## src/rtl/reward_manager.sv

```systemverilog
// rtl/reward_manager.sv - reward item spawn, lifetime and active-reward timer for the snake game
module reward_manager #(
    parameter int TICK_DIV    = 25_000_000,
    parameter int REWARD_SECS = 30,
    parameter int SPAWN_SECS  = 5,
    parameter int ITEM_SECS   = 10
) (
    input  logic       clk,
    input  logic       rst_n,
    input  logic       game_run,
    input  logic       reward_hit,
    output logic       item_valid,
    output logic [5:0] item_x,
    output logic [4:0] item_y,
    output logic       enable_reward,
    output logic       reward_protected,
    output logic       reward_grade,
    output logic       reward_slowly,
    output logic [9:0] reward_cnt
);

    localparam int              TW          = (TICK_DIV > 1) ? $clog2(TICK_DIV) : 1;
    localparam logic [TW-1:0]   TICK_LAST   = TW'(TICK_DIV - 1);
    localparam logic [9:0]      SPAWN_LAST  = 10'(SPAWN_SECS - 1);
    localparam logic [9:0]      ITEM_LAST   = 10'(ITEM_SECS - 1);
    localparam logic [9:0]      REWARD_MAX  = 10'(REWARD_SECS);
    localparam logic [15:0]     LFSR_SEED   = 16'hACE1;

    typedef enum logic [1:0] {
        IDLE       = 2'd0,
        WAIT_SPAWN = 2'd1,
        ITEM       = 2'd2,
        ACTIVE     = 2'd3
    } state_t;

    state_t        state;
    logic [TW-1:0] tick_cnt;
    logic [9:0]    secs;
    logic [15:0]   lfsr;
    logic [1:0]    item_type;

    logic          tick;
    logic          lfsr_fb;
    logic [TW-1:0] tick_cnt_next;
    logic [9:0]    secs_next;

    assign tick          = (tick_cnt == TICK_LAST);
    assign tick_cnt_next = tick ? '0 : tick_cnt + 1'b1;
    assign secs_next     = (tick && (secs != 10'h3FF)) ? secs + 10'd1 : secs;

    // Taps 16,14,13,11; a nonzero seed can never reach the all-zero lockup state.
    assign lfsr_fb = lfsr[15] ^ lfsr[13] ^ lfsr[12] ^ lfsr[10];

    always_ff @(posedge clk or negedge rst_n) begin
        if (!rst_n) begin
            state            <= IDLE;
            tick_cnt         <= '0;
            secs             <= '0;
            lfsr             <= LFSR_SEED;
            item_type        <= 2'b00;
            item_valid       <= 1'b0;
            item_x           <= '0;
            item_y           <= '0;
            enable_reward    <= 1'b0;
            reward_protected <= 1'b0;
            reward_grade     <= 1'b0;
            reward_slowly    <= 1'b0;
            reward_cnt       <= '0;
        end else begin
            lfsr <= {lfsr[14:0], lfsr_fb};

            if (!game_run) begin
                state            <= IDLE;
                tick_cnt         <= '0;
                secs             <= '0;
                item_type        <= 2'b00;
                item_valid       <= 1'b0;
                item_x           <= '0;
                item_y           <= '0;
                enable_reward    <= 1'b0;
                reward_protected <= 1'b0;
                reward_grade     <= 1'b0;
                reward_slowly    <= 1'b0;
                reward_cnt       <= '0;
            end else begin
                case (state)
                    IDLE: begin
                        state         <= WAIT_SPAWN;
                        tick_cnt      <= '0;
                        secs          <= '0;
                        enable_reward <= 1'b1;
                    end

                    WAIT_SPAWN: begin
                        // Leave on the tick that completes the last second, not one cycle after.
                        if (tick && (secs == SPAWN_LAST)) begin
                            state      <= ITEM;
                            tick_cnt   <= '0;
                            secs       <= '0;
                            item_valid <= 1'b1;
                            item_x     <= {1'b0, lfsr[4:0]} + 6'd4;
                            item_y     <= {1'b0, lfsr[11:8]} + 5'd4;
                            item_type  <= lfsr[15:14];
                        end else begin
                            tick_cnt <= tick_cnt_next;
                            secs     <= secs_next;
                        end
                    end

                    ITEM: begin
                        if (reward_hit) begin
                            state            <= ACTIVE;
                            tick_cnt         <= '0;
                            secs             <= '0;
                            item_valid       <= 1'b0;
                            item_x           <= '0;
                            item_y           <= '0;
                            reward_protected <= (item_type == 2'b00);
                            reward_grade     <= item_type[0];
                            reward_slowly    <= (item_type == 2'b10);
                            reward_cnt       <= '0;
                        end else if (tick && (secs == ITEM_LAST)) begin
                            state      <= WAIT_SPAWN;
                            tick_cnt   <= '0;
                            secs       <= '0;
                            item_valid <= 1'b0;
                            item_x     <= '0;
                            item_y     <= '0;
                        end else begin
                            tick_cnt <= tick_cnt_next;
                            secs     <= secs_next;
                        end
                    end

                    ACTIVE: begin
                        // reward_cnt shows the final value for one cycle before the reward ends.
                        if (reward_cnt >= REWARD_MAX) begin
                            state            <= WAIT_SPAWN;
                            tick_cnt         <= '0;
                            secs             <= '0;
                            reward_protected <= 1'b0;
                            reward_grade     <= 1'b0;
                            reward_slowly    <= 1'b0;
                            reward_cnt       <= '0;
                        end else begin
                            tick_cnt   <= tick_cnt_next;
                            secs       <= secs_next;
                            reward_cnt <= (secs_next > REWARD_MAX) ? REWARD_MAX : secs_next;
                        end
                    end

                    default: begin
                        state <= IDLE;
                    end
                endcase
            end
        end
    end

endmodule

```

## config.mk

```make
export PLATFORM = sky130hd
export DESIGN_NAME = reward_manager
export DESIGN_NICKNAME = d
export VERILOG_FILES = /design/src/rtl/reward_manager.sv
export SDC_FILE = /design/constraint.sdc
export NUM_CORES = 1
export LEC_CHECK = 0
export CAP_MARGIN = 20
export CORE_MARGIN = 1
export CORE_UTILIZATION = 65
export CTS_BUF_LIST = sky130_fd_sc_hd__clkbuf_8
export DETAILED_ROUTE_END_ITERATION = 8
export PLACE_DENSITY = 0.88
export SETUP_SLACK_MARGIN = 0.2
export SYNTH_ARGS = -nofsm -noshare
export SYNTH_HDL_FRONTEND = slang
export SYNTH_SLANG_ARGS = --single-unit
```

## constraint.sdc

```tcl
create_clock -name clk -period 3.7 [get_ports clk]
set_input_delay 0.925 -clock clk [delete_from_list [all_inputs] [get_ports clk]]
set_output_delay 0.925 -clock clk [all_outputs]
set_load 0.01 [all_outputs]
```

Word level (Yosys, flattened, before mapping). Index checks and enable logic that the tools add are counted.

$add $sub $neg: 4. Order comparisons: 2. Equality and inequality tests: 17. Multiplexer cells: 55. Bitwise operators: 3. Reductions and logical operators: 10.

Operators by type and width (number): 25-bit 2-to-1 mux (6); 10-bit 2-to-1 mux (10); 25-bit one-hot mux with 4 select lines (1); 10-bit one-hot mux with 4 select lines (1); 25-bit by 1-bit adder with 25-bit output (second input constant) (1); 25-bit equality test (second input constant) (1); 6-bit 2-to-1 mux (4); 5-bit 2-to-1 mux (4); 10-bit one-hot mux with 2 select lines (1); 2-bit 2-to-1 mux (8); 1-bit 2-to-1 mux (13); 6-bit one-hot mux with 2 select lines (1); 10-bit by 1-bit adder with 10-bit output (second input constant) (1); 10-bit by 3-bit equality test with 1-bit output (second input constant) (1); 10-bit by 4-bit equality test with 1-bit output (second input constant) (1); 10-bit by 5-bit >= comparator with 1-bit output (second input constant) (1); 10-bit by 5-bit greater-than comparator with 1-bit output (second input constant) (1); 10-bit != test (second input constant) (1); 5-bit one-hot mux with 2 select lines (1); 3-bit != test (second input constant) (3); 3-bit AND reduction (3); 1-bit one-hot mux with 2 select lines (4); 2-bit one-hot mux with 4 select lines (1); 5-bit by 3-bit adder with 6-bit output (second input constant) (1); other kinds (10) (21).

Register bits after elaboration: 81. Bits of input ports: 4. Output and inout bits: 26. Logic and storage cells: 104.

Logic depth before layout (Yosys ltp). Gate-level depths: netlist of run 1.

Depth after elaboration: 8. Gate-level depth with buffers: 10. Mapped depth without buffers: 9.

Worst setup path after synthesis of run 1. OpenSTA, ideal clock, no wires.

Path kind: reg2reg. Start point: reg secs[0]. End point: reg reward_cnt[4]. Library setup time: 0.084 ns. Data arrival time: 2.252 ns. Data required time: 3.616 ns. Path slack: 1.365 ns. Stages on the path, launching flop included: 9. Path buffers: 0. Clock period less this slack: 2.335 ns. Path through: dfrtp_1 -> ha_1 -> nand2_1 -> nor3_1 -> a2111oi_4 -> inv_2 -> o31a_1 -> mux2_4 -> a41oi_2.

Word-level cells in the longest chain between the ends: 8. Elaborated cells between the ends (all ways): 9. Those cells by class: add/sub: 1; order compare: 1; eq/ne: 1; mux: 5; reduce/logical: 1.

Ends and longest elaborated chain: start: declaration (RTL line 38) `logic [9:0] secs;`; start signal: assignment (RTL line 106) `secs <= secs_next;`; start signal: assignment (RTL line 131) `secs <= secs_next;`; start signal: assignment (RTL line 147) `secs <= secs_next;`; parallel branches: the longest is 2 deep, another holds 10-bit by 1-bit adder with 10-bit output; 10-bit 2-to-1 mux * (RTL line 49) `assign secs_next = (tick && (secs != 10'h3FF)) ? secs + 10'd1 : secs;`; 10-bit by 5-bit greater-than comparator with 1-bit output (RTL line 148) `reward_cnt <= (secs_next > REWARD_MAX) ? REWARD_MAX : secs_next;`; 10-bit 2-to-1 mux * (RTL line 148); 10-bit 2-to-1 mux * (RTL line 137) `if (reward_cnt >= REWARD_MAX) begin`; 10-bit one-hot mux with 2 select lines * (RTL line 86) `case (state)`; 10-bit 2-to-1 mux * (RTL line 72) `if (!game_run) begin`; end signal: assignment (RTL line 148); end: declaration (RTL line 19) `output logic [9:0] reward_cnt`.

Mark *: on every way between the ends. A chain may end at the register's enable or synchronous reset.

Worst setup path after layout of run 1.
Start point: reg tick_cnt[0]. End point: reg reward_cnt[2].

Word-level cells in the longest chain between the ends: 8.

Ends and longest elaborated chain: start: declaration (RTL line 37) `logic [TW-1:0] tick_cnt;`; start signal: assignment (RTL line 105) `tick_cnt <= tick_cnt_next;`; start signal: assignment (RTL line 130) `tick_cnt <= tick_cnt_next;`; start signal: assignment (RTL line 146) `tick_cnt <= tick_cnt_next;`; 25-bit equality test * (RTL line 47) `assign tick = (tick_cnt == TICK_LAST);`; 1-bit logical AND * (RTL line 49); 10-bit 2-to-1 mux * (RTL line 49); 10-bit by 5-bit greater-than comparator with 1-bit output (RTL line 148); 10-bit 2-to-1 mux * (RTL line 148); 10-bit 2-to-1 mux * (RTL line 137); 10-bit one-hot mux with 2 select lines * (RTL line 86); 10-bit 2-to-1 mux * (RTL line 72).

Every way passes the cells marked *; elsewhere a longest branch is shown, timed or not.

==> results of run 1 <==
[routing by layer]
metal | GRT usage | vias up | part of all wire
li1 | - | 1329 | -
met1 | 0.349 | 1373 | 0.43
met2 | 0.466 | 65 | 0.51
met3 | 0.0667 | 12 | 0.036
met4 | 0.0982 | 0 | 0.017
met5 | 0 | - | 0
[worst max-delay path, cell delays in order (launching register included)]
cell and delay [ns]:
dfrtp_1 0.42, ha_1 0.23, and2_1 0.16, nand2_1 0.17, nor3_1 0.63, a21oi_1 0.14
o31a_1 0.35, mux2_4 0.35, a41oi_2 0.18
[logic make-up (layout without fill, tap and decap cells)]
family / count (synthesis) / in the layout
adder cells (fa/ha/maj): 10 / 10
multiplexers: 9 / 9
AND/OR/NAND/NOR: 165 / 165
XOR/XNOR: 33 / 33
AO/OA/AOI/OAI: 41 / 41
buffers and inverters: 32 / 66
flip-flops: 81 / 81
[synth_stat cells (2+ instances only)]
cell       n
o21ai_0    5
or4b_1     2
nand3_1   21
mux2_1     4
mux2i_1    4
nand3b_1   3
nand4_1    3
and4_1     3
nand2_1   33
nor3_1     4
o21ai_1   11
nor2b_1    4
nor2_1    48
nand2b_1   3
and4b_1    2
and2_1     4
clkbuf_1  12
xnor2_1   10
a41oi_2    4
ha_1      10
and4bb_1   2
a21oi_1   12
dfstp_2    8
nand4b_1   3
nor4_1     5
or4_1      2
inv_1     17
dfrtp_1   73
xor2_1    23
or3_1      3
and3_1    11
[worst max-delay path by stage]
stage | start | to | slack (ns)
after floorplan | secs[0]$_DFF_PN0_ | reward_cnt[4]$_DFFE_PN0P_ | 1.36
after global placement | reward_hit | tick_cnt[17]$_DFF_PN0_ | 0.81
after detailed placement | reward_hit | tick_cnt[15]$_DFF_PN0_ | 0.79
after CTS | tick_cnt[0]$_DFF_PN0_ | reward_cnt[2]$_DFFE_PN0P_ | 0.98
after global routing | tick_cnt[0]$_DFF_PN0_ | tick_cnt[24]$_DFF_PN0_ | 0.79
final | tick_cnt[0]$_DFF_PN0_ | reward_cnt[2]$_DFFE_PN0P_ | 0.99
[cell type report]
cell class	count	area (µm²)
fillers	375	1200
well taps	72	90.1
inverters	18	67.6
clock buffers	9	124
flip-flops and latches	81	2040
repair buffers	32	330
clock inverters	7	65.1
multi-input cells	258	1690
[power groups by stage]
stage / Combinational [W] / Sequential [W] / Clock [W]
2_1_floorplan: 0.000169 / 0.000966 / 0
3_3_place_gp: 0.000277 / 0.000958 / 0
3_5_place_dp: 0.000287 / 0.000960 / 0
4_1_cts: 0.000289 / 0.000943 / 0.000627
5_1_grt: 0.000329 / 0.000947 / 0.000663
6_report: 0.000291 / 0.000943 / 0.000617
[registers in the layout, indices dropped and copies added (netlist names), 2 cells and up]
register / count
item_type: 2
item_x: 6
item_y: 5
lfsr: 16
reward_cnt: 10
secs: 10
state: 2
tick_cnt: 25
[stage by stage]
stage          area, µm²  instances   util  total power [W]  hold slack (ns)
4_1_cts             4380        476  0.781          0.00186            0.360
3_3_place_gp        4190        460  0.747          0.00124            0.347
5_1_grt             4410        477  0.786          0.00194            0.360
6_report            4410        477  0.786          0.00185            0.359
3_5_place_dp        4190        460  0.747          0.00125            0.349
2_1_floorplan       3850        371      -          0.00114            0.345
==> results.yml, run 1 <==
route:
  first_iter_violations: 231
  num_vias: 2779
  totalWireLength_um: 7480
  drc_errors: 0
  firstDrtPassIters: 5
  vias_per_cell: 5.83
  post_drt_wl_per_cell_um: 15.7
  antenna_left: 0
timing:
  grt_setup_unrepaired: "no"
  tightest_slew_ns: 0.820
  fin_ws_ns: 0.987
  fin_setup_tns_ns: 0
  maxSlewViolCount: 0
  finalHoldViolCount: 0
  period_needed_ns: 2.71
  setup_viol: 0
  relSlewSlack: 0.453
  fin_skew_ns: 0.00900
  fmax_ghz: 0.369
  timing.final.crit_share: 0.733
synth:
  synth-seq-cells: 81
  yosysUniqueCellTypes: 53
  synth_edf_count: 0
  synth_area_mm2: 0.00385
  synth_compound_area_frac: 0.0770
  synth_warnings: 0
  synthFlopType: "dfrtp_1"
  synth_top_area_cell: "dfrtp_1"
  synth_top_family_by_area: "simple AND/OR/NAND/NOR gates"
  syn_nets: 385
  synth_seq_area_share: 0.529
  synth.area.top_cells: "dfrtp_1 47%, dfstp_2 5.5%, xor2_1 5.2%"
  synthesis.instances: 371
  yosys.area_share.simple: 0.229
  postSynth.asyncResetShare: 1.00
  synth_xor_area_frac: 0.0751
  synthMuxAreaShare: 0.0260
  synth_fa_ha_area_frac: 0.0325
  synthDominantCellAreaShare: 0.474
  syn_avg_cell_area_um2: 10.4
global_routing:
  antenna_found_initial: 0
  grt_remaining_overflow: 0
  grt_pass1_vias: 2855
  grt_pass1_wl_um: 13200
  grt_max_degree: 82
  grt_util_all_layers: 0.277
pwr:
  power.share.sequential: 0.509
  switching_share: 0.279
  p_per_area_mw_per_mm2: 420
  vdd_ir_drop_max_mv: 0.359
  pwr-share-clk: 0.333
  p_comb_frac: 0.157
  p_int_w: 0.00133
  p_leak_nw: 1.91
  p_switching_w: 0.000517
worst_setup_path:
  crit_fanout: 7
  critPathRequiredTime_ns: 3.97
  reg2reg_to: "reward_cnt[2]$_DFFE_PN0P_"
  cp.arrival_ns: 2.98
  ff2ff_path_depth: 8
  reg2reg_slack_ns: 0.99
  path_class: "flip-flop to flip-flop"
  reg2reg_from: "tick_cnt[0]$_DFF_PN0_"
  critPathLaunchType: "flip-flop"
  critPathCaptureType: "flip-flop"
die:
  core_area_mm2: 0.00561
  die_h_um: 79.0
  ios: 30
  start_util: 0.687
  die_width_um: 79.0
  dieArea_mm2: 0.00623
  rows: 27
min_path:
  hold_depth: 0
  hold_class: "flip-flop to flip-flop"
  hold_start: "lfsr[5]$_DFF_PN1_"
  hold_end: "lfsr[6]$_DFF_PN1_"
clock_network:
  ctsHoldBuffers: 0
  root_buffer: "clkbuf_8"
  clkTransAtPathRegs_ns: 0.08
  clock-sinks: 81
  cts_resized: 0
  clockBufferDepth: 2
  clk_latency_ns: 0.35
  cts_tree: "yes"
  cts_inserted_buffers: 9
  htreeDepth: 3
  cts_setup_buffers: 0
finish:
  fin_nets: 414
  final_common_cell: "dfrtp_1"
  syn_to_final_growth_pct: 14.4
  final_cell_mix: "73 x dfrtp_1, 48 x nor2_1, 33 x nand2_1"
  n_antenna_cell: 0
  drive_gt1_frac: 0.0914
placement:
  gp_congestion: 0.851
  place_ws_ns: 0.790
  post-dp-hpwl_um: 5130
  portBuffers: 29
run:
  drv_cap: 0
run_status:
  status: "finished, final reports clean"
No activity file was read; power rests on OpenSTA's default activity.
==> run 2: changes to the inputs <==
- CORE_UTILIZATION: 65 -> 54
- PLACE_DENSITY: 0.88 -> 0.78
- clock period: 3.7 -> 2.3 ns (I/O delays scaled with it)
==> results.yml, run 2 (synthesis gave the netlist of run 1 again) <==
run_status:
  status: "finished, violations left"
  violations: "negative setup slack"
finish:
  fin_nets: 467
  fin_cells: 554
  largest_reg_flops: 25
  final_common_cell: "dfrtp_1"
  syn_to_final_growth_pct: 31.6
  final_area_mm2: 0.00507
  n_antenna_cell: 0
  final_cell_mix: "73 x dfrtp_1, 45 x nor2_1, 44 x buf_4"
  top_register: "tick_cnt"
  largest_registers: "tick_cnt (25), lfsr (16)"
  drive_gt1_frac: 0.273
timing:
  timing.final.crit_share: 1.04
  relSlewSlack: 0.716
  fin_ws_ns: -0.0925
  setup_viol: 15
  period_needed_ns: 2.39
  hold_ws_ns: 0.221
  tightest_slew_ns: 0.426
  finalHoldViolCount: 0
  grt_setup_unrepaired: "yes"
  fmax_ghz: 0.418
  maxSlewViolCount: 0
  fin_skew_ns: 0.0124
worst_setup_path:
  critPathLaunchType: "flip-flop"
  cp.arrival_ns: 2.67
  reg2reg_slack_ns: -0.09
  path_class: "flip-flop to flip-flop"
  critPathRequiredTime_ns: 2.58
  ff2ff_path_depth: 9
  critPathCaptureType: "flip-flop"
  crit_fanout: 4
global_routing:
  grt_remaining_overflow: 0
  grt_util_all_layers: 0.245
  grt_pass1_vias: 2976
  antenna_found_initial: 0
  grt_max_degree: 82
  grt_pass1_wl_um: 13900
clock_network:
  clockBufferDepth: 2
  ctsHoldBuffers: 0
  root_buffer: "clkbuf_8"
  htreeDepth: 3
  cts_inserted_buffers: 9
  cts_tree: "yes"
  clock-sinks: 81
  clkTransAtPathRegs_ns: 0.09
  clk_latency_ns: 0.37
die:
  rows: 30
  ios: 30
  core_area_mm2: 0.00683
  start_util: 0.564
  dieArea_mm2: 0.00747
  die_h_um: 86.4
  die_width_um: 86.4
route:
  drc_errors: 0
  num_vias: 3074
  first_iter_violations: 186
  vias_per_cell: 5.55
  firstDrtPassIters: 5
  post_drt_wl_per_cell_um: 17.3
  totalWireLength_um: 9600
  antenna_left: 0
placement:
  portBuffers: 29
  gp_congestion: 0.899
  place_area_mm2: 0.00452
  place_inst: 521
  post-dp-hpwl_um: 5620
  place_ws_ns: -0.0186
pwr:
  p_total_w: 0.00333
  p_leak_nw: 2.22
  p_per_area_mw_per_mm2: 658
  vdd_ir_drop_max_mv: 0.445
min_path:
  hold_class: "input pin to async pin"
run:
  drv_cap: 0
## run 2: changes by cell type in the layout (fill, tap and decap cells not counted), moves of 4 or more
cell and change:
buf_4 +41, buf_6 +7, clkinvlp_4 +4, mux2_1 -4, mux2_4 +4, o21ai_2 +4
## run 2: stage by stage
| stage | TNS [ns] | utilization |
|---|---|---|
| 6_report | -0.723 | 0.742 |
| 5_1_grt | -2.70 | 0.742 |
| 4_1_cts | 0 | 0.703 |
| 3_5_place_dp | -0.0302 | 0.662 |
| 3_3_place_gp | 0 | 0.662 |
| 2_1_floorplan | 0 | - |
## run 2: power by group
group / switching [W] / internal (W) / total (W)
Clock: 0.000571 / 0.000432 / 0.00100
Combinational: 0.000414 / 0.000395 / 0.000809
Sequential: 0.0000454 / 0.00148 / 0.00152
## run 2: what timing repair did
action,CTS,global route
setup endpoints to repair,18,38
pin swaps,6,10
cloned,0,3
setup buffers,6,8
endpoints found under the hold margin,0,0
gates resized for setup,11,38
## run 2: final cells by class
type	count	area (µm²)
inverter	18	67.6
clock inverter	6	50.0
tap	96	120
timing repair buffer	85	800
sequential	81	2040
fill	460	1770
multi-input combinational	258	1850
clock buffer	10	138
## run 2: per-layer routing
metal  global-route usage  vias up  share of wire
met3               0.0457       26          0.040
met1                0.306     1521           0.42
met2                0.411       98           0.51
li1                     -     1429              -
met4                0.120        0          0.034
met5                    0        -              0
## run 2: path summary, 6_finish.rpt
check	from	end
max	tick_cnt[1]$_DFF_PN0_	reward_cnt[1]$_DFFE_PN0P_
max reg2reg	tick_cnt[1]$_DFF_PN0_	reward_cnt[1]$_DFFE_PN0P_
min in group clk	lfsr[5]$_DFF_PN1_	lfsr[6]$_DFF_PN1_
min	rst_n	reward_cnt[4]$_DFFE_PN0P_
max in group asynchronous	rst_n	lfsr[15]$_DFF_PN1_
min reg2reg	lfsr[5]$_DFF_PN1_	lfsr[6]$_DFF_PN1_
## run 2: worst max-delay path, cell delays in order (launching register included)
cell       delay (ns)
dfrtp_1          0.41
ha_2             0.22
and2_4           0.16
nand2_4          0.05
buf_6            0.12
a2111oi_4        0.41
inv_2            0.07
o31a_1           0.32
mux2_4           0.35
a41oi_2          0.20
==> run 3: changes to the inputs <==
- CORE_UTILIZATION: 54 -> 34
- CTS_BUF_LIST: sky130_fd_sc_hd__clkbuf_8 -> default
- PLACE_DENSITY: 0.78 -> default
==> results.yml, run 3 (synthesis gave the netlist of run 1 again) <==
run_status:
  status: "finished, final reports clean"
finish:
  syn_to_final_growth_pct: 35.2
  fin_cells: 599
  final_common_cell: "dfrtp_1"
  drive_gt1_frac: 0.283
  final_cell_mix: "73 x dfrtp_1, 47 x nor2_1, 44 x buf_4"
  largest_registers: "tick_cnt (25), lfsr (16)"
  top_register: "tick_cnt"
  fin_nets: 468
  n_antenna_cell: 0
  largest_reg_flops: 25
timing:
  setup_viol: 0
  period_needed_ns: 2.28
  fin_setup_tns_ns: 0
  fmax_ghz: 0.438
  grt_setup_unrepaired: "yes"
  hold_ws_ns: 0.194
  finalHoldViolCount: 0
  relSlewSlack: 0.698
  tightest_slew_ns: 0.452
  fin_skew_ns: 0.00863
  maxSlewViolCount: 0
  timing.final.crit_share: 0.992
clock_network:
  cts_inserted_buffers: 9
  clkTransAtPathRegs_ns: 0.06
  root_buffer: "clkbuf_16"
  clk_latency_ns: 0.33
  clock-sinks: 81
  htreeDepth: 3
  cts_tree: "yes"
  clockBufferDepth: 2
die:
  die_width_um: 108
  ios: 30
  die_h_um: 108
  core_area_mm2: 0.0109
  dieArea_mm2: 0.0118
  rows: 38
  start_util: 0.352
placement:
  place_inst: 564
  gp_congestion: 0.798
  portBuffers: 29
  post-dp-hpwl_um: 5580
route:
  drc_errors: 0
  antenna_left: 0
  post_drt_wl_per_cell_um: 13.7
  totalWireLength_um: 8230
  vias_per_cell: 4.91
  num_vias: 2941
  first_iter_violations: 121
  firstDrtPassIters: 4
pwr:
  p_leak_nw: 2.25
  p_switching_w: 0.00100
  p_comb_frac: 0.195
  switching_share: 0.283
  p_int_w: 0.00253
  p_per_area_mw_per_mm2: 679
  pwr-share-clk: 0.376
  power.share.sequential: 0.429
  vdd_ir_drop_max_mv: 0.492
worst_setup_path:
  path_class: "flip-flop to flip-flop"
  cp.arrival_ns: 2.48
  critPathLaunchType: "flip-flop"
  crit_fanout: 4
  critPathCaptureType: "flip-flop"
  critPathRequiredTime_ns: 2.49
global_routing:
  grt_util_all_layers: 0.150
  grt_pass1_vias: 2937
  grt_remaining_overflow: 0
  grt_pass1_wl_um: 13900
  antenna_found_initial: 0
  grt_max_degree: 49
min_path:
  hold_class: "input pin to async pin"
run:
  drv_cap: 0
run 3: final cells by class:
cell class	count	area, µm²
Multi-Input combinational cell	259	1880
Timing Repair Buffer	85	766
Fill cell	1029	5730
Clock inverter	7	53.8
Clock buffer	9	225
Tap cell	140	175
Inverter	18	67.6
Sequential cell	81	2040
run 3: timing repair:
action | 4_1_cts | 5_1_grt
pin swaps | 9 | 9
hold buffers | 0 | 0
endpoints found under the setup margin | 28 | 45
setup buffers | 9 | 9
resized for setup | 15 | 42
cloned | 0 | 1
run 3: worst paths after layout:
path                                             from                   endpoint  slack (ns)  cells after the start
worst max-delay path            tick_cnt[8]$_DFF_PN0_  reward_cnt[4]$_DFFE_PN0P_        0.02                      9
worst min-delay path                            rst_n  reward_cnt[2]$_DFFE_PN0P_        0.19                      1
worst max register to register  tick_cnt[8]$_DFF_PN0_  reward_cnt[4]$_DFFE_PN0P_        0.02                      9
worst min register to register      lfsr[6]$_DFF_PN1_          lfsr[7]$_DFF_PN1_        0.36                      0
max in group asynchronous                       rst_n         lfsr[11]$_DFF_PN1_        1.43                      2
min in group clk                    lfsr[6]$_DFF_PN1_          lfsr[7]$_DFF_PN1_        0.36                      0
run 3: per-stage QoR:
| step | setup slack (ns) | utilization | instance area [µm²] | power [W] |
|---|---|---|---|---|
| after floorplan | 0.0240 | - | 3850 | 0.00183 |
| after detailed placement | -0.0254 | 0.417 | 4560 | 0.00208 |
| final | 0.0176 | 0.476 | 5200 | 0.00353 |
| after global placement | 0.0394 | 0.417 | 4560 | 0.00207 |
| after global routing | -0.0866 | 0.476 | 5200 | 0.00370 |
| after CTS | 0.0327 | 0.455 | 4970 | 0.00347 |
run 3: power groups by stage:
| stage | registers (W) | logic, W | clock network, W |
|---|---|---|---|
| floorplan | 0.00155 | 0.000273 | 0 |
| global placement | 0.00154 | 0.000527 | 0 |
| detailed placement | 0.00154 | 0.000534 | 0 |
| CTS | 0.00152 | 0.000580 | 0.00138 |
| global route | 0.00153 | 0.000753 | 0.00142 |
| finish | 0.00152 | 0.000688 | 0.00133 |
run 3: worst max-delay path, stage by stage (launching register included):
cell       delay [ns]
dfrtp_1          0.40
nor4_4           0.32
nand4_4          0.17
a2111oi_4        0.41
buf_4            0.19
buf_6            0.08
buf_6            0.09
nand4_1          0.15
xor2_2           0.22
a41oi_2          0.11
run 3: per-layer routing:
layer	track usage	wire [µm]
met5	0	0
met3	0.0289	218
met1	0.199	3870
met2	0.250	4080
met4	0.0347	66
==> edit 1: new RTL, flow settings as in run 1 <==
Reset style: synchronous (`rst_n`), changed in one clocked block.
--- a/src/rtl/reward_manager.sv
+++ b/src/rtl/reward_manager.sv
@@ -52,5 +52,5 @@
     assign lfsr_fb = lfsr[15] ^ lfsr[13] ^ lfsr[12] ^ lfsr[10];
 
-    always_ff @(posedge clk or negedge rst_n) begin
+    always_ff @(posedge clk) begin
         if (!rst_n) begin
             state            <= IDLE;
Formal check against the unedited RTL: differs if rst_n is asserted again (counterexample within 4 cycles, from zero or initial values and one cycle with rst_n low); with rst_n held inactive, the same outputs for 10 cycles.
==> edit 1 against run 1 <==
  * Area after synthesis shrank 5.6%
  * Sequential cell count is the same
  * Die area decreased by 5.5%
  * Count of clock-buffer cells in the layout grew 2
  * Worst setup slack better by 0.027 ns
  * Via count grew 3.8%
  * Final area is 5.0% lower
  * Non-clock buffer count up 1
  * Wire length is 1.8% lower
Power is not compared: it rests on default switching activity, and its combinational part moved more than twofold at a synthesized area within 25%.
==> edit 1: results (changes against run 1) <==
stage,metric,value,unit,change
finish,drive_above_1_share,7.604,%,-1.5 points
worst_setup_path,critPathMaxStageDelay,0.80,ns,+0.17 ns
placed_design,pre_cts_ws,0.7043,ns,-0.08545 ns
finish,syn_to_final_growth,15.19,%,
synthesis,yosysSeqAreaShare,44.63,%,-8.3 points
synthesis,synth_fp_nets,417,,+8.3%
global_route,grt_usage,26.26,%,-1.4 points
placed_design,dp.cells,488,,+6.1%
global_route,grt_pass1_vias,2788,,-2.3%
placed_design,post_dp_cell_area,3973,um2,-5.2%
sta,relSlewSlack,46.43,%,+1.1 points
finish,fill_cells,340,,-9.3%
global_route,grt_max_degree,26,,-68%
worst_setup_path,crit_path_max_fanout,17,,+10
synthesis,yosys.cell_types.count,48,,-9.4%
synthesis,async_flop_share,0,%,-100 points
routing,vias,2884,,+3.8%
placed_design,routabilityCongestion,0.8564,,+0.62%
outcome,outcome,finished clean,,
synthesis,ys_top_cells_by_area,"dfxtp_1 45%, nor2_1 6.0%, xnor2_1 5.3%",,
synthesis,synth_common_cells,"81 x dfxtp_1, 58 x nor2_1, 25 x nand2_1",,
routing,wl_per_cell,14.57,um,-7.1%
global_route,antenna_found_initial,0,,unchanged
synthesis,synth_area_per_cell,9.061,um2,-13%
sta,worst_clock_skew,0.01121,ns,+0.002215 ns
finish,finalNetCount,445,,+7.5%
worst_setup_path,cp_slowest_cell,clkdlybuf4s50_1,,
routing,dr.pass1.iters,4,,-1
placed_design,dpl.hpwl,4.882,mm,-4.8%
global_route,grt_first_pass_wirelength,12.44,mm,-5.4%
[edit 1: path summary, 6_finish.rpt]
check,end,depth (start not counted),start,slack (ns)
min reg2reg,lfsr[6]$_SDFF_PN1_,1,lfsr[5]$_SDFF_PN1_,0.44
max,secs[8]$_SDFF_PN0_,5,rst_n,1.01
max reg2reg,secs[2]$_SDFF_PN0_,7,tick_cnt[0]$_SDFF_PN0_,1.20
min,lfsr[6]$_SDFF_PN1_,1,lfsr[5]$_SDFF_PN1_,0.44
[edit 1: area by class of cell]
cell class                      instances  area share (%)
Tap cell                               70           2.093
Multi-Input combinational cell        291           45.26
Timing Repair Buffer                   33           7.653
Clock buffer                           11           3.617
Sequential cell                        81           38.74
Clock inverter                          5           1.465
Inverter                               13           1.166
[edit 1: worst max-delay path: cells and delay by family]
| family | cells | cell delay [ns] |
|---|---|---|
| AOI/OAI and AO/OA | 1 | 0.23 |
| buffers and inverters | 1 | 0.80 |
| and+or+nand+nor | 3 | 1.00 |
[edit 1: cells by family (layout without fill, tap and decap cells)]
| family | after synthesis | after routing | share of synthesized area [%] |
|---|---|---|---|
| flip-flops | 81 | 81 | 44.63 |
| buffers and inverters | 29 | 62 | 3.443 |
| adder cells (fa/ha/maj) | 12 | 12 | 4.132 |
| AO/OA/AOI/OAI | 44 | 44 | 8.195 |
| multiplexers | 10 | 10 | 2.755 |
| AND/OR/NAND/NOR | 193 | 193 | 29.13 |
| XOR/XNOR | 32 | 32 | 7.713 |
[edit 1: power by group]
part,total (mW),switching [mW],internal (mW)
sequential,0.897,0.0102,0.887
clock,0.672,0.321,0.351
combinational,0.0577,0.0308,0.0270
total,1.63,0.362,1.26
[edit 1: layer usage]
layer  up-vias  global-route usage [%]  wire [um]
met5         -                       0          0
met4         0                   11.73        128
met3        13                   4.524        254
met2        63                   45.63       3642
met1      1377                   31.55       3318
li1       1431                       -          -
==> edit 2: new RTL, flow settings as in run 1 <==
Made on the original files. `TICK_DIV`: 25_000_000 -> 6_250_000.
--- a/src/rtl/reward_manager.sv
+++ b/src/rtl/reward_manager.sv
@@ -1,5 +1,5 @@
 // rtl/reward_manager.sv - reward item spawn, lifetime and active-reward timer for the snake game
 module reward_manager #(
-    parameter int TICK_DIV    = 25_000_000,
+    parameter int TICK_DIV    = 6_250_000,
     parameter int REWARD_SECS = 30,
     parameter int SPAWN_SECS  = 5,
Behaviour: same outputs for any inputs over 10 cycles, from zero or initial values and one cycle with rst_n low; that may be too few to reach the edited logic, so the function may still have changed.
==> edit 2 against run 1 <==
  * Sequential cell count decreased by 2
  * Total power decreased by 5.1%
  * Wire length up 1.6%
  * Worst setup slack improved by 0.031 ns
  * Area after synthesis shrank 0.78%
  * Cell count down 4.8%
  * Worst hold slack gained 0.011 ns
  * Final area fell by 1.0%
  * Critical path type is now in2reg
  * Critical endpoint is now tick_cnt[15]$_DFF_PN0_
==> edit 2: results (changes against run 1) <==
stage,metric,value,unit,change
outcome,outcome,finished clean,,
worst_setup_path,critPathTopFamily,simple AND/OR/NAND/NOR gates,,
clocking,clockRootBuffer,clkbuf_8,,
synthesis,synth.mux.area_fraction,3.079,%,+0.48 points
finish,drive_above_1_share,12.57,%,+3.4 points
finish,reg.largest.list,"tick_cnt x23, lfsr x16",,
routing,viasPerCell,5.888,,+1.1%
global_route,antenna_found_initial,0,,unchanged
synthesis,async_flop_share,100.0,%,unchanged
floorplanning,initial_utilization,68.53,%,-0.12 points
synthesis,synth-xor-area-share,7.566,%,+0.059 points
pwr,power_leakage,1.883,nW,-1.6%
synthesis,ys_top_cells_by_area,"dfrtp_1 47%, dfstp_2 5.5%, nor2_1 4.4%",,
sta,worst_clock_skew,0.01178,ns,+0.002777 ns
clocking,clk_path_buf_depth,2,,unchanged
worst_hold_path,min_from,lfsr[6]$_DFF_PN1_,,
global_route,grt_usage,27.61,%,-0.088 points
routing,dr_wl_met2,3.760,mm,-2.3%
routing,wl_met3,239,um,-12%
routing,wl_per_cell,16.75,um,+6.8%
finish,fill_cells,357,,-4.8%
placed_design,routabilityCongestion,0.7921,,-6.9%
worst_setup_path,ff2ff_setup_slack,1.10,ns,+0.11 ns
routing,met1_length,3.483,mm,+7.6%
global_route,grt_max_degree,80,,-2.4%
worst_setup_path,critPathMaxStageDelay,0.93,ns,+0.30 ns
worst_setup_path,arrival,2.96,ns,-0.02 ns
synthesis,yosys.cell_types.count,62,,+17%
routing,drt-initial-drc-count,266,,+15%
worst_setup_path,reg2regPathDepth,7,,-1
clocking,cts_resized,0,,unchanged
clocking,cts_inserted_buffers,9,,unchanged
global_route,grt_pass1_vias,2720,,-4.7%
worst_setup_path,r2r-start,secs[0]$_DFF_PN0_,,
placed_design,port_buffers,29,,unchanged
finish,diodes,0,,unchanged
synthesis,synth-compound-area-share,8.058,%,+0.36 points
clocking,ctsHtreeMaxLevel,3,,unchanged
clocking,clock_latency,0.37,ns,+0.02 ns
sta,relSlewSlack,30.05,%,-15 points
finish,finalNetCount,391,,-5.6%
worst_setup_path,r2r_end,reward_cnt[1]$_DFFE_PN0P_,,
worst_setup_path,cp_slowest_cell,or4_1,,
routing,dr.pass1.iters,4,,-1
global_route,grt_first_pass_wirelength,12.79,mm,-2.8%
worst_setup_path,worstSetupStartpoint,game_run,,
pwr,irDropWorstVdd,0.3149,mV,-12%
synthesis,yosysSeqAreaShare,52.01,%,-0.89 points
synthesis,synth_fp_nets,360,,-6.5%
synthesis,synth_common_cells,"71 x dfrtp_1, 45 x nor2_1, 26 x nand2_1",,
clocking,holdBufCountCts,0,,unchanged
worst_hold_path,holdPathEnd,lfsr[7]$_DFF_PN1_,,
sta,timing.hold.ws,0.3699,ns,+0.01101 ns
synthesis,synthAdderAreaFrac,3.275,%,+0.026 points
worst_hold_path,hold_class,reg2reg,,
worst_setup_path,crit_path_max_fanout,23,,+16
placed_design,dpl.hpwl,4.923,mm,-4.0%
-- edit 2: cell types whose count changed after synthesis, sizes merged, moves of 5 or more --
cell | run 1 | this run
a21oi | 12 | 4
a22o | 0 | 11
and3 | 12 | 7
buf | 2 | 7
clkbuf | 12 | 4
nand2 | 33 | 26
nand4 | 4 | 9
o21ai | 16 | 4
xnor2 | 10 | 18
xor2 | 23 | 15
-- edit 2: cell families after synthesis --
logic type,Yosys count
adders and majority gates,10
DFF,79
and+or+nand+nor,151
AOI/OAI and AO/OA,36
xor gates and xnor gates,33
muxes,11
buffers and inverters,26
-- edit 2: report_power, final --
group | internal (mW) | switching [mW]
Sequential | 0.878 | 0.0157
Clock | 0.335 | 0.338
Combinational | 0.0665 | 0.124
Total | 1.28 | 0.478
-- edit 2: worst reg2reg max path, stage by stage, from the launching register on --
cell,delay [ns]
dfrtp_1,0.55
ha_1,0.34
and3_1,0.22
nand3_1,0.20
nor4_4,0.34
mux2i_1,0.40
a31oi_4,0.15
a211o_1,0.30
-- edit 2: how the worst max path moves through the flow --
stage	cells after the start	slack, ns	endpoint
5_1_grt	4	0.88	tick_cnt[15]$_DFF_PN0_
4_1_cts	4	1.04	tick_cnt[15]$_DFF_PN0_
2_1_floorplan	6	1.24	tick_cnt[11]$_DFF_PN0_
6_report	4	1.02	tick_cnt[15]$_DFF_PN0_
3_3_place_gp	4	0.78	tick_cnt[10]$_DFF_PN0_
3_5_place_dp	4	0.67	tick_cnt[11]$_DFF_PN0_
-- edit 2: final cells by class --
class                   instances  area, um2  share of cell area, %
flip-flops and latches         79       1987                  45.57
multi-input cells             241       1718                  39.40
repair buffers                 31      302.8                  6.944
clock buffers                  10      137.6                  3.156
well taps                      72      90.09                  2.066
clock inverters                 6      68.82                  1.578
inverters                      15      56.30                  1.291
-- edit 2: layer usage --
layer,global-route usage [%],up-vias
met1,35.90,1338
met5,0,-
met4,11.85,0
li1,-,1265
met2,44.70,58
met3,5.930,12
-- edit 2: through the flow --
stage               instance area [um2]  setup WS, ns  cells  total power [mW]
CTS                                4360         1.039    454             1.761
global route                       4360        0.8782    454             1.820
floorplan                          3820         1.240    346             1.033
detailed placement                 4154        0.6732    438             1.096
global placement                   4154        0.7830    438             1.091
finish                             4360         1.018    454             1.757
